[src/rtl/iser_align_pkg.sv]
// iser_align_pkg: shared types and constants for the per-lane word aligner.
//   align_state_t : alignment FSM states.
//   off_w()       : bit-offset width for a given word width.
//   MM_CNT_W      : width of the optional mismatch statistics counter,
//                   which exists only when ISER_ALIGN_STATS_EN is defined.
package iser_align_pkg;

    typedef enum logic [2:0] {
        IDLE,
        SEARCH,
        VERIFY,
        LOCKED,
        FAIL
    } align_state_t;

    localparam int unsigned MM_CNT_W = 8;

    function automatic int unsigned off_w(input int unsigned word_w);
        return $clog2(word_w);
    endfunction

endpackage

[src/rtl/iser_word_asm.sv]
// iser_word_asm: builds WORD_W-bit words from the 2-bit IDDR output.
//   data_clk  : lane DCO clock
//   rst_n     : asynchronous active-low reset
//   din       : deserializer pair, din[1] is the earlier serial bit
//   slip_off  : bit offset of the word boundary inside the shift register
//   window    : combinational candidate word at the current offset
//   strobe    : high on the last phase of each word period
//   word      : registered window, loaded on strobe (MSB = earliest bit)
//   word_vld  : one-cycle strobe that marks a new word
module iser_word_asm #(
    parameter int unsigned WORD_W = 16,
    parameter int unsigned OFF_W  = 4
) (
    input  logic              data_clk,
    input  logic              rst_n,
    input  logic [1:0]        din,
    input  logic [OFF_W-1:0]  slip_off,
    output logic [WORD_W-1:0] window,
    output logic              strobe,
    output logic [WORD_W-1:0] word,
    output logic              word_vld
);

    localparam logic [OFF_W-1:0] PH_MAX = OFF_W'(WORD_W / 2 - 1);

    logic [2*WORD_W-1:0] sr;
    logic [OFF_W-1:0]    ph;

    // Phase counter is never cleared by alignment, so word cadence stays free-running.
    assign strobe = (ph == PH_MAX);

    // Offset 0 takes the newest WORD_W bits; larger offsets reach further back in time.
    always_comb begin
        window = WORD_W'(sr >> slip_off);
    end

    always_ff @(posedge data_clk or negedge rst_n) begin
        if (!rst_n) begin
            sr       <= '0;
            ph       <= '0;
            word     <= '0;
            word_vld <= 1'b0;
        end else begin
            sr       <= {sr[2*WORD_W-3:0], din};
            ph       <= strobe ? '0 : ph + OFF_W'(1);
            word_vld <= strobe;
            if (strobe) begin
                word <= window;
            end
        end
    end

endmodule

[src/rtl/iser_align_ctrl.sv]
// iser_align_ctrl: word-alignment controller for one deserialized DDR lane.
// Bit-slips the word boundary until TRAIN_PAT is seen MATCH_N times in a row.
//   data_clk     : lane DCO clock
//   rst_n        : asynchronous active-low reset
//   align_start  : single-cycle pulse, (re)starts alignment from offset 0
//   din          : deserializer pair, din[1] is the earlier serial bit
//   word         : aligned word, MSB is the earliest bit
//   word_vld     : one-cycle word strobe (in every state; gate on locked)
//   locked       : alignment achieved
//   align_fail   : sticky, every offset tried without lock
//   slip_off     : current bit offset
//   mismatch_cnt : saturating comparison-mismatch count, only present
//                  when the macro ISER_ALIGN_STATS_EN is defined
module iser_align_ctrl
    import iser_align_pkg::*;
#(
    parameter int unsigned       WORD_W    = 16,
    parameter logic [WORD_W-1:0] TRAIN_PAT = WORD_W'(16'hA1F3),
    parameter int unsigned       MATCH_N   = 4
) (
    input  logic                       data_clk,
    input  logic                       rst_n,
    input  logic                       align_start,
    input  logic [1:0]                 din,
    output logic [WORD_W-1:0]          word,
    output logic                       word_vld,
    output logic                       locked,
    output logic                       align_fail,
    output logic [off_w(WORD_W)-1:0]   slip_off
`ifdef ISER_ALIGN_STATS_EN
    ,
    output logic [MM_CNT_W-1:0]        mismatch_cnt
`endif
);

    localparam int unsigned      OFF_W     = off_w(WORD_W);
    localparam int unsigned      ATT_W     = OFF_W + 1;
    localparam logic [OFF_W-1:0] OFF_MAX   = OFF_W'(WORD_W - 1);
    localparam logic [ATT_W-1:0] ATT_LIM   = ATT_W'(WORD_W);
    localparam logic [3:0]       MATCH_LIM = 4'(MATCH_N);

    align_state_t      state;
    logic [ATT_W-1:0]  attempts;
    logic [3:0]        mcnt;
    logic [WORD_W-1:0] window;
    logic              strobe;
    logic              hunting;
    logic              match;
    logic [ATT_W-1:0]  att_nxt;
    logic [3:0]        mcnt_nxt;

    iser_word_asm #(
        .WORD_W (WORD_W),
        .OFF_W  (OFF_W)
    ) u_word_asm (
        .data_clk (data_clk),
        .rst_n    (rst_n),
        .din      (din),
        .slip_off (slip_off),
        .window   (window),
        .strobe   (strobe),
        .word     (word),
        .word_vld (word_vld)
    );

    assign hunting  = (state == SEARCH) || (state == VERIFY);
    assign match    = (window == TRAIN_PAT);
    assign att_nxt  = attempts + ATT_W'(1);
    assign mcnt_nxt = mcnt + 4'd1;

    // SEARCH and VERIFY share one update: mcnt is zero in SEARCH, so a
    // first match yields mcnt=1 and MATCH_N==1 locks straight from SEARCH.
    // align_start has priority, which discards a coincident strobe's comparison.
    always_ff @(posedge data_clk or negedge rst_n) begin
        if (!rst_n) begin
            state      <= IDLE;
            slip_off   <= '0;
            attempts   <= '0;
            mcnt       <= '0;
            locked     <= 1'b0;
            align_fail <= 1'b0;
        end else if (align_start) begin
            state      <= SEARCH;
            slip_off   <= '0;
            attempts   <= '0;
            mcnt       <= '0;
            locked     <= 1'b0;
            align_fail <= 1'b0;
        end else if (strobe && hunting) begin
            if (match) begin
                mcnt <= mcnt_nxt;
                if (mcnt_nxt == MATCH_LIM) begin
                    state  <= LOCKED;
                    locked <= 1'b1;
                end else begin
                    state <= VERIFY;
                end
            end else begin
                mcnt     <= '0;
                attempts <= att_nxt;
                slip_off <= (slip_off == OFF_MAX) ? '0 : slip_off + OFF_W'(1);
                if (att_nxt == ATT_LIM) begin
                    state      <= FAIL;
                    align_fail <= 1'b1;
                end else begin
                    state <= SEARCH;
                end
            end
        end
    end

`ifdef ISER_ALIGN_STATS_EN
    always_ff @(posedge data_clk or negedge rst_n) begin
        if (!rst_n) begin
            mismatch_cnt <= '0;
        end else if (align_start) begin
            mismatch_cnt <= '0;
        end else if (strobe && hunting && !match && (mismatch_cnt != '1)) begin
            mismatch_cnt <= mismatch_cnt + MM_CNT_W'(1);
        end
    end
`endif

endmodule

[config.mk]
export PLATFORM = sky130hd
export DESIGN_NAME = iser_align_ctrl
export DESIGN_NICKNAME = d
export VERILOG_FILES = /design/src/rtl/iser_align_pkg.sv /design/src/rtl/iser_word_asm.sv /design/src/rtl/iser_align_ctrl.sv
export SDC_FILE = /design/constraint.sdc
export NUM_CORES = 1
export LEC_CHECK = 0
export CORE_MARGIN = 4
export CORE_UTILIZATION = 35
export DETAILED_ROUTE_END_ITERATION = 6
export HOLD_SLACK_MARGIN = 0.12
export PLACE_DENSITY = 0.5
export SLEW_MARGIN = 10
export SYNTH_ARGS = -nofsm -noshare
export SYNTH_HDL_FRONTEND = slang
export SYNTH_SLANG_ARGS = --single-unit
[constraint.sdc]
create_clock -name data_clk -period 4.9 [get_ports data_clk]
set_clock_uncertainty 0.15 [all_clocks]
set_input_delay 0.49 -clock data_clk [delete_from_list [all_inputs] [get_ports data_clk]]
set_output_delay 0.49 -clock data_clk [all_outputs]
set_load 0.1 [all_outputs]
---- Yosys cells after proc, flatten, opt, wreduce, memory -nomap -nowiden ----
Index checks and enable logic that the tools add are counted.
word-level totals
  bits in registers ....................... 71
  bits in latches ......................... 0
  bits in writable memories ............... 0
  ROM bits ................................ 0
  input port bits ......................... 5
  output and inout bits ................... 23
  logic and storage cells ................. 56
  memories ................................ 0
cells by class
  add/subtract/negate cells ............... 4
  multipliers ............................. 0
  divide/modulo/power cells ............... 0
  order comparisons ....................... 0
  equality and inequality tests ........... 8
  shifts and indexed selects .............. 1
  mux-type cells .......................... 24
  bitwise logic cells ..................... 0
  reduce and logical (&&, ||, !) cells .... 9
operator list
  cell                    number
  $mux W4                 8
  $shr A32 B4 Y16         1
  $eq A16 B16 Y1 const B  1
  $mux W5                 3
  $add A4 B1 Y4 const B   3
  $mux W3                 4
  $mux W1                 9
  $eq A4 B3 Y1 const B    2
  $reduce_bool A2 Y1      4
  $reduce_and A3 Y1       2
  $add A5 B1 Y5 const B   1
  $eq A5 B5 Y1 const B    1
  $eq A4 B4 Y1 const B    1
  $eq A3 B1 Y1 const B    1
  $eq A3 B2 Y1 const B    1
  $ne A2 B2 Y1 const B    1
  $reduce_and A2 Y1       1
  $logic_and A1 B1 Y1     1
  $logic_or A1 B1 Y1      1

---- Logic depth before layout (Yosys ltp) ----
Gate-level depths: netlist of run 1.
  depth after elaboration ................. 6
  mapped depth ............................ 12
  gate-level depth less buffers ........... 7

---- Cells and area by module ----
A second synthesis of run 1 with hierarchy kept.
unflattened totals
  cell total of the unflattened synthesis .. 330
  area, all modules ....................... 4,110.2 µm²
modules (own cells, without submodules)
  module           times used  cells an instance  area an instance (µm²)  sequential area each (µm²)
  iser_word_asm    1           221                3,072.9                 1,301.2
  iser_align_ctrl  1           109                1,037.2                 450.4

---- Least setup slack after synthesis of run 1 ----
No wires, ideal clock.
  path type ............................... flip-flop to flip-flop
  start point ............................. register slip_off[1]
  end point ............................... register mcnt[3]
  setup time .............................. 0.082 ns
  data arrival time ....................... 3.736 ns
  required time ........................... 4.668 ns
  slack ................................... 0.932 ns
  cell stages (with the launch flop) ...... 10
  path buffers ............................ 2
  clock period less this slack ............ 3.968 ns
  path through ............................ dfrtp_1 -> buf_6 -> buf_12 -> mux4_2 -> mux2_4 -> or4b_1 -> a222oi_1 -> nand3_2 -> or4_1 -> a31oi_1
between the ends
  longest elaborated chain between the ends .. 5
RTL lines
  item                    RTL line                source
  from (decl)             iser_align_ctrl.sv:29   output logic [off_w(WORD_W)-1:0] slip_off
  from (signal assigned)  iser_align_ctrl.sv:101  slip_off <= (slip_off == OFF_MAX) ? '0 : slip_off + OFF_W'(1);
  $shr A32 B4 Y16         iser_word_asm.sv:34     window = WORD_W'(sr >> slip_off);
  $eq A16 B16 Y1          iser_align_ctrl.sv:67   assign match = (window == TRAIN_PAT);
  $mux W4                 iser_align_ctrl.sv:90   if (match) begin
  $mux W4                 iser_align_ctrl.sv:89   end else if (strobe && hunting) begin
  $mux W4                 iser_align_ctrl.sv:82   end else if (align_start) begin
  to (signal assigned)    iser_align_ctrl.sv:91   mcnt <= mcnt_nxt;
  to (decl)               iser_align_ctrl.sv:44   logic [3:0] mcnt;
Every way passes these cells. The select of a mux whose other input is x is not followed.
A chain may end at the register's enable or synchronous reset.

---- Final worst setup path of run 1 ----
  start point ............................. register slip_off[3]
  end point ............................... register mcnt[3]
The elaborated chain is that of the path after synthesis.

==> summary.md, run 1 <==
| Metric | Value |
|---|---|
| Class of the worst hold path | `flip-flop to flip-flop` |
| DR vias | `between 2000 and 3000` |
| Synth-to-Final Area Change | `16.5%` |
| DRC Markers | `0` |
| Most numerous cell in the Yosys netlist | `dfrtp_1` |
| Largest net degree at the start of global routing | `37` |
| Share of Yosys cell area claimed by the top area cell type | `0.483` |
| Ports | `28` |
| Non-filler cells, final | `472` |
| Arrival time at the worst endpoint | `around 3900 ps` |
| Die Width | `~110 µm` |
| Largest area contributor in the netlist | `dfrtp_1` |
| Worst-Margin Slew | `roughly 990 ps` |
| Mapped cell area | `about 0.0036 mm²` |
| Cell internal pwr | `approximately 0.93 mW` |
| Site row count | `36` |
| Minimum clock period | `between 3000 and 4000 ps` |
| Post-Syn Nets | `320` |
| Routed wire per std cell | `around 17 µm` |
| Cells after DPL | `between 400 and 500` |
| Status | `finished, final reports clean` |
| Leakage | `between 1.5 and 2 nW` |
| Via density | `between 5 and 6` |
| Post-synth top cells | `dfrtp_1, nand2_1, o21ai_0, a21oi_1, nand3_1` |
| Die Height | `110 µm` |
| Max-cap violations | `0` |
| Worst vdd ir | `~0.11 mV` |
| Worst-path clk slew | `approximately 70 ps` |
| Initial Util | `0.366` |
| Clk_lat worst skew | `roughly 350 ps` |
| Sw Share | `0.272` |
| Hold Slack | `around 240 ps` |
| Antenna violations before repair | `0` |
| Synth area leaders | `dfrtp_1, mux4_1, mux4_2, nand2_1, o21ai_0` |
| Clock buffer depth | `2` |
| Sequential share of power | `0.481` |
| CTS tree | `done` |
| Clock Power Share | `0.396` |
| Crit-path max FO | `25` |
| Final weighted congestion in routability-driven placement | `0.927` |
| # clock sinks | `70` |
| Worst EP required | `5010 ps` |
| Final Hold Vio Count | `0` |
| FMAX | `262 MHz` |
| Worst Setup Start Kind | `flip-flop` |
| Sw power | `around 0.35 mW` |
| #FFs+latches synth | `70` |
| Post-route ant nets | `0` |
| Post-synthesis sequential area ratio | `0.483` |
| Fin. max-slew vios | `0` |
| Synth Flop Type | `dfrtp_1` |
| PD cells | `a little over 300 mW/mm²` |
| Comb pwr share | `0.122` |
| Total track usage | `0.145` |
| Number of global-route vias before repair | `around 2500` |
| Ys async rst share | `1.00` |
| First-pass GRT wire length | `about 13000 µm` |
| Max_slew headroom | `0.335` |
| Nets | `between 300 and 400` |
| Ant. Diodes | `0` |
| Layout cells sized above 1 | `0.136` |
| Core ar. | `0.00991 mm²` |
| RSZ-0062 raised after global routing | `false` |
| Setup slack, reg-to-reg | `between 1000 and 1500 ps` |
| Setup TNS | `0 ps` |
| Wirelength, routed | `about 8000 µm` |
| Tcrit/Tclk final | `0.780` |
| Cts bufs inserted | `9` |
| Warnings from Yosys | `0` |
| Total grt overflow | `0` |
| Setup crit end kind | `flip-flop` |
| Setup CP Type | `flip-flop to flip-flop` |
| Avg Inst Size Synth | `approximately 12 µm²` |
| CTS Root Cell | `clkbuf_8` |
| Post-DP HPWL | `5690 µm` |
| Distinct cells, synth | `between 50 and 60` |
| Port Buf Inserts | `27` |
| Final setup violation count | `0` |
| First DRT Iteration DRCs | `170` |
| Cells after Synth | `between 300 and 400` |
| H-tree levels | `3` |
| DRT Pass-1 Iters | `4` |
| Post-synth EDFFs | `0` |
| Total Die Area | `between 0.01 and 0.015 mm²` |
[per-stage QoR]
| step | cell area, µm² | setup slack, ps | total power, mW | util |
|---|---|---|---|---|
| after floorplan | 3620 | 932 | 0.731 | - |
| after detailed placement | 4000 | 1080 | 0.784 | 0.403 |
| after global placement | 4000 | 1120 | 0.785 | 0.403 |
| after CTS | 4220 | 1070 | 1.30 | 0.426 |
| after global routing | 4220 | 850 | 1.34 | 0.426 |
| final | 4220 | 1080 | 1.28 | 0.426 |
[cell families (layout without fill, tap and decap cells)]
family,Yosys count,in the layout,share of synthesized area
simple gates,97,97,0.138
flops,70,70,0.483
xor+xnor,3,3,0.00725
compound gates,69,69,0.117
mux,40,40,0.199
buf+inv,24,54,0.0338
fa+ha+maj,6,6,0.0207
[critical path: stages (launching register included)]
cell	delay, ps
dfrtp_1	940
mux4_1	400
mux2_2	220
or4b_2	590
a222oi_1	490
nand3_2	230
or4_1	540
a31oi_1	170
[sequential cells by signal (all words and copies together), names as in the netlist]
register / cells
u_word_asm.ph: 4
slip_off: 4
state: 3
u_word_asm.sr: 31
align_fail: 1
u_word_asm.word: 16
mcnt: 4
locked: 1
u_word_asm.word_vld: 1
attempts: 5
[final timing paths]
kind | to | depth (start not counted) | from
setup / recovery | mcnt[3] | 7 | slip_off[3]
hold / removal | u_word_asm.sr[2] | 0 | u_word_asm.sr[0]
setup reg to reg | mcnt[3] | 7 | slip_off[3]
max in group asynchronous | u_word_asm.sr[12] | 3 | rst_n
hold reg to reg | u_word_asm.sr[2] | 0 | u_word_asm.sr[0]
min in group asynchronous | mcnt[1] | 2 | rst_n
[what timing repair did]
item | CTS | global route
hold endpoints to repair | 34 | 0
gates resized for setup | 0 | 0
setup buffers | 0 | 0
hold buffers | 1 | 0
[power groups by stage]
| stage | Clock, mW | Combinational (mW) | Sequential [mW] |
|---|---|---|---|
| 2_1_floorplan | 0 | 0.0542 | 0.677 |
| 3_3_place_gp | 0 | 0.157 | 0.627 |
| 3_5_place_dp | 0 | 0.156 | 0.628 |
| 4_1_cts | 0.524 | 0.157 | 0.616 |
| 5_1_grt | 0.548 | 0.168 | 0.619 |
| 6_report | 0.507 | 0.157 | 0.616 |
[area by class of cell]
class                      instances  area (µm²)
clock inverter                     6        86.3
tap                              133         166
clock buffer                      10         128
timing repair buffer              35         328
fill                             951        5690
multi-input combinational        215        1750
sequential                        70        1750
inverter                           3        11.3
[metal layers]
metal,up-vias,part of all wire,GRT usage
li1,1225,-,-
met1,1243,0.50,0.213
met2,58,0.43,0.203
met3,11,0.054,0.0423
met4,0,0.015,0.0508
met5,-,0,0
[placed cells by master, fill, tap and decap left out, types with 6 or more instances in the layout]
cell type,n
dfrtp_1,70
nand2_1,33
clkdlybuf4s50_1,26
o21ai_0,21
a21oi_1,20
nand3_1,16
nor2_1,11
mux4_1,11
mux4_2,10
mux2i_1,9
clkbuf_8,9
mux2_2,8
buf_4,7
ha_1,6
(Power assumes the default switching activity.)
==> inputs of run 2 (changes only) <==
Settings changed: PLACE_DENSITY 0.5 to 0.52.
Clock period 4.9 ns to 3.37 ns, I/O delays scaled along.
==> summary.md, run 2 (synthesis gave the netlist of run 1 again) <==
| Metric | Value |
|---|---|
| Cts bufs inserted | `9 (unchanged)` |
| Post-DP HPWL | `5920 µm (+4.1%)` |
| Minimum clock period | `3320 ps (-508 ps)` |
| Fillers | `938 (-1.4%)` |
| Final setup violation count | `0 (unchanged)` |
| Worst Setup Start Kind | `flip-flop` |
| Most frequent cells in the layout | `dfrtp_1, buf_4, nand2_1, clkdlybuf4s50_1, o21ai_0` |
| First-pass GRT wire length | `13600 µm (+1.9%)` |
| PD cells | `406 mW/mm² (+34%)` |
| Port Buf Inserts | `27 (unchanged)` |
| WP buf/inv | `2 (+2)` |
| Post-layout util | `0.453 (+0.0268)` |
| Critical hold path startpoint | `u_word_asm.sr[0]` |
| Crit-path max FO | `7 (-72%)` |
| Die Height | `110 µm (unchanged)` |
| # clock sinks | `70 (unchanged)` |
| Routed wire per std cell | `16.9 µm (about the same)` |
| Antenna violations before repair | `0 (unchanged)` |
| Nets | `379 (+9.9%)` |
| Core ar. | `0.00991 mm² (unchanged)` |
| DR vias | `2735 (+7.8%)` |
| Clk_lat worst skew | `360 ps (about the same)` |
| Top reg by flops | `u_word_asm.sr` |
| CTS tree | `done` |
| CTS Root Cell | `clkbuf_8` |
| Fin. max-slew vios | `0 (unchanged)` |
| Status | `finished, final reports clean` |
| Ant. Diodes | `0 (unchanged)` |
| Layout cells sized above 1 | `0.244 (+0.108)` |
| Die Width | `110 µm (unchanged)` |
| Ports | `28 (unchanged)` |
| Total track usage | `0.148 (+0.00320)` |
| Worst-path clk slew | `90 ps (+20 ps)` |
| Worst vdd ir | `0.187 mV (+63%)` |
| Post-route ant nets | `0 (unchanged)` |
| H-tree levels | `3 (unchanged)` |
| DRT Pass-1 Iters | `5 (+1)` |
| Largest stage delay, worst path | `580 ps (-360 ps)` |
| Critical Path Start | `slip_off[1]` |
| Max_slew headroom | `0.345 (+0.00986)` |
| Worst EP required | `3510 ps (-1500 ps)` |
| Critical-path cell list | `buf_6, mux4_1, mux2_2, or4b_2, a222oi_1, buf_4, nand3_4, or4_1, a31oi_1` |
| Max FFs per register | `31 (unchanged)` |
| Via density | `5.41 (+0.56%)` |
| Critical path's slowest cell | `or4b_2` |
| Hold Slack | `233 ps (-7.05 ps)` |
| Most common cell after layout, fill and taps aside | `dfrtp_1` |
| Synth-to-Final Area Change | `23.8%` |
| Register Area | `0.00176 mm² (+0.50%)` |
| DRC Markers | `0 (unchanged)` |
| Setup CP Type | `flip-flop to flip-flop` |
| Tcrit/Tclk final | `0.984 (+0.204)` |
| Wirelength, routed | `8550 µm (+7.3%)` |
| Leakage | `1.90 nW (+9.3%)` |
| Arrival time at the worst endpoint | `3450 ps (-480 ps)` |
| Final Hold Vio Count | `0 (unchanged)` |
| Total Die Area | `0.0120 mm² (unchanged)` |
| Source of the worst register-to-register timing path | `slip_off[1]` |
| Clock buffer depth | `2 (unchanged)` |
| Initial Util | `0.366 (unchanged)` |
| Final weighted congestion in routability-driven placement | `0.876 (-5.5%)` |
| Total grt overflow | `0 (unchanged)` |
| CP delay by family, top | `simple AND/OR/NAND/NOR gates` |
| First DRT Iteration DRCs | `125 (-26%)` |
| Multi-input logic area | `0.00177 mm² (+1.4%)` |
| RSZ-0062 raised after global routing | `true` |
| Top flop regs | `u_word_asm.sr x31, u_word_asm.word x16, attempts x5` |
| Site row count | `36 (unchanged)` |
| Class of the worst hold path | `flip-flop to flip-flop` |
| Largest net degree at the start of global routing | `37 (unchanged)` |
| Number of global-route vias before repair | `2558 (+3.4%)` |
| Max-cap violations | `0 (unchanged)` |
| FMAX | `302 MHz (+15%)` |
| Setup crit end kind | `flip-flop` |
| Worst-Margin Slew | `980 ps (-14.7 ps)` |
-- run 2: layout make-up --
| class | count | area share |
|---|---|---|
| multi-input combinational | 216 | 0.396 |
| sequential | 70 | 0.392 |
| timing repair buffer | 68 | 0.129 |
| tap | 133 | 0.0371 |
| clock buffer | 9 | 0.0276 |
| clock inverter | 7 | 0.0162 |
| inverter | 3 | 0.00251 |
-- run 2: final timing paths --
check	slack, ps	cells after the start	endpoint
setup reg to reg	50	9	mcnt[3]
max in group asynchronous	1730	3	slip_off[1]
min in group asynchronous	450	2	attempts[1]
hold / removal	230	0	u_word_asm.sr[2]
setup / recovery	50	9	mcnt[3]
hold reg to reg	230	0	u_word_asm.sr[2]
-- run 2: per-layer routing --
layer	wire [µm]	share of wire	GRT usage
met1	4270	0.50	0.221
met2	3780	0.44	0.208
met3	357	0.042	0.0399
met4	138	0.016	0.0490
met5	0	0	0
-- run 2: through the flow --
stage | TNS [ps] | power [mW] | cells | area (µm²) | setup WS [ps]
final | 0 | 1.82 | 506 | 4490 | 54.1
after global routing | -283 | 1.92 | 506 | 4490 | -71.8
after detailed placement | -169 | 1.15 | 478 | 4170 | -44.6
after floorplan | -983 | 1.06 | 309 | 3630 | -132
after global placement | 0 | 1.15 | 478 | 4170 | 19.5
after CTS | 0 | 1.85 | 496 | 4380 | 45.6
-- run 2: what timing repair did --
| item | in CTS | in global routing |
|---|---|---|
| resized for setup | 0 | 10 |
| gates cloned | 0 | 2 |
| endpoints found under the setup margin | 7 | 15 |
| pin swaps | 1 | 7 |
| endpoints found under the hold margin | 34 | 0 |
| hold buffers | 1 | 0 |
| setup buffers | 1 | 8 |
-- run 2: power by group --
group          total, mW  switching [mW]  internal, mW
sequential         0.898          0.0277         0.870
combinational      0.246           0.163        0.0830
clock              0.680           0.336         0.344
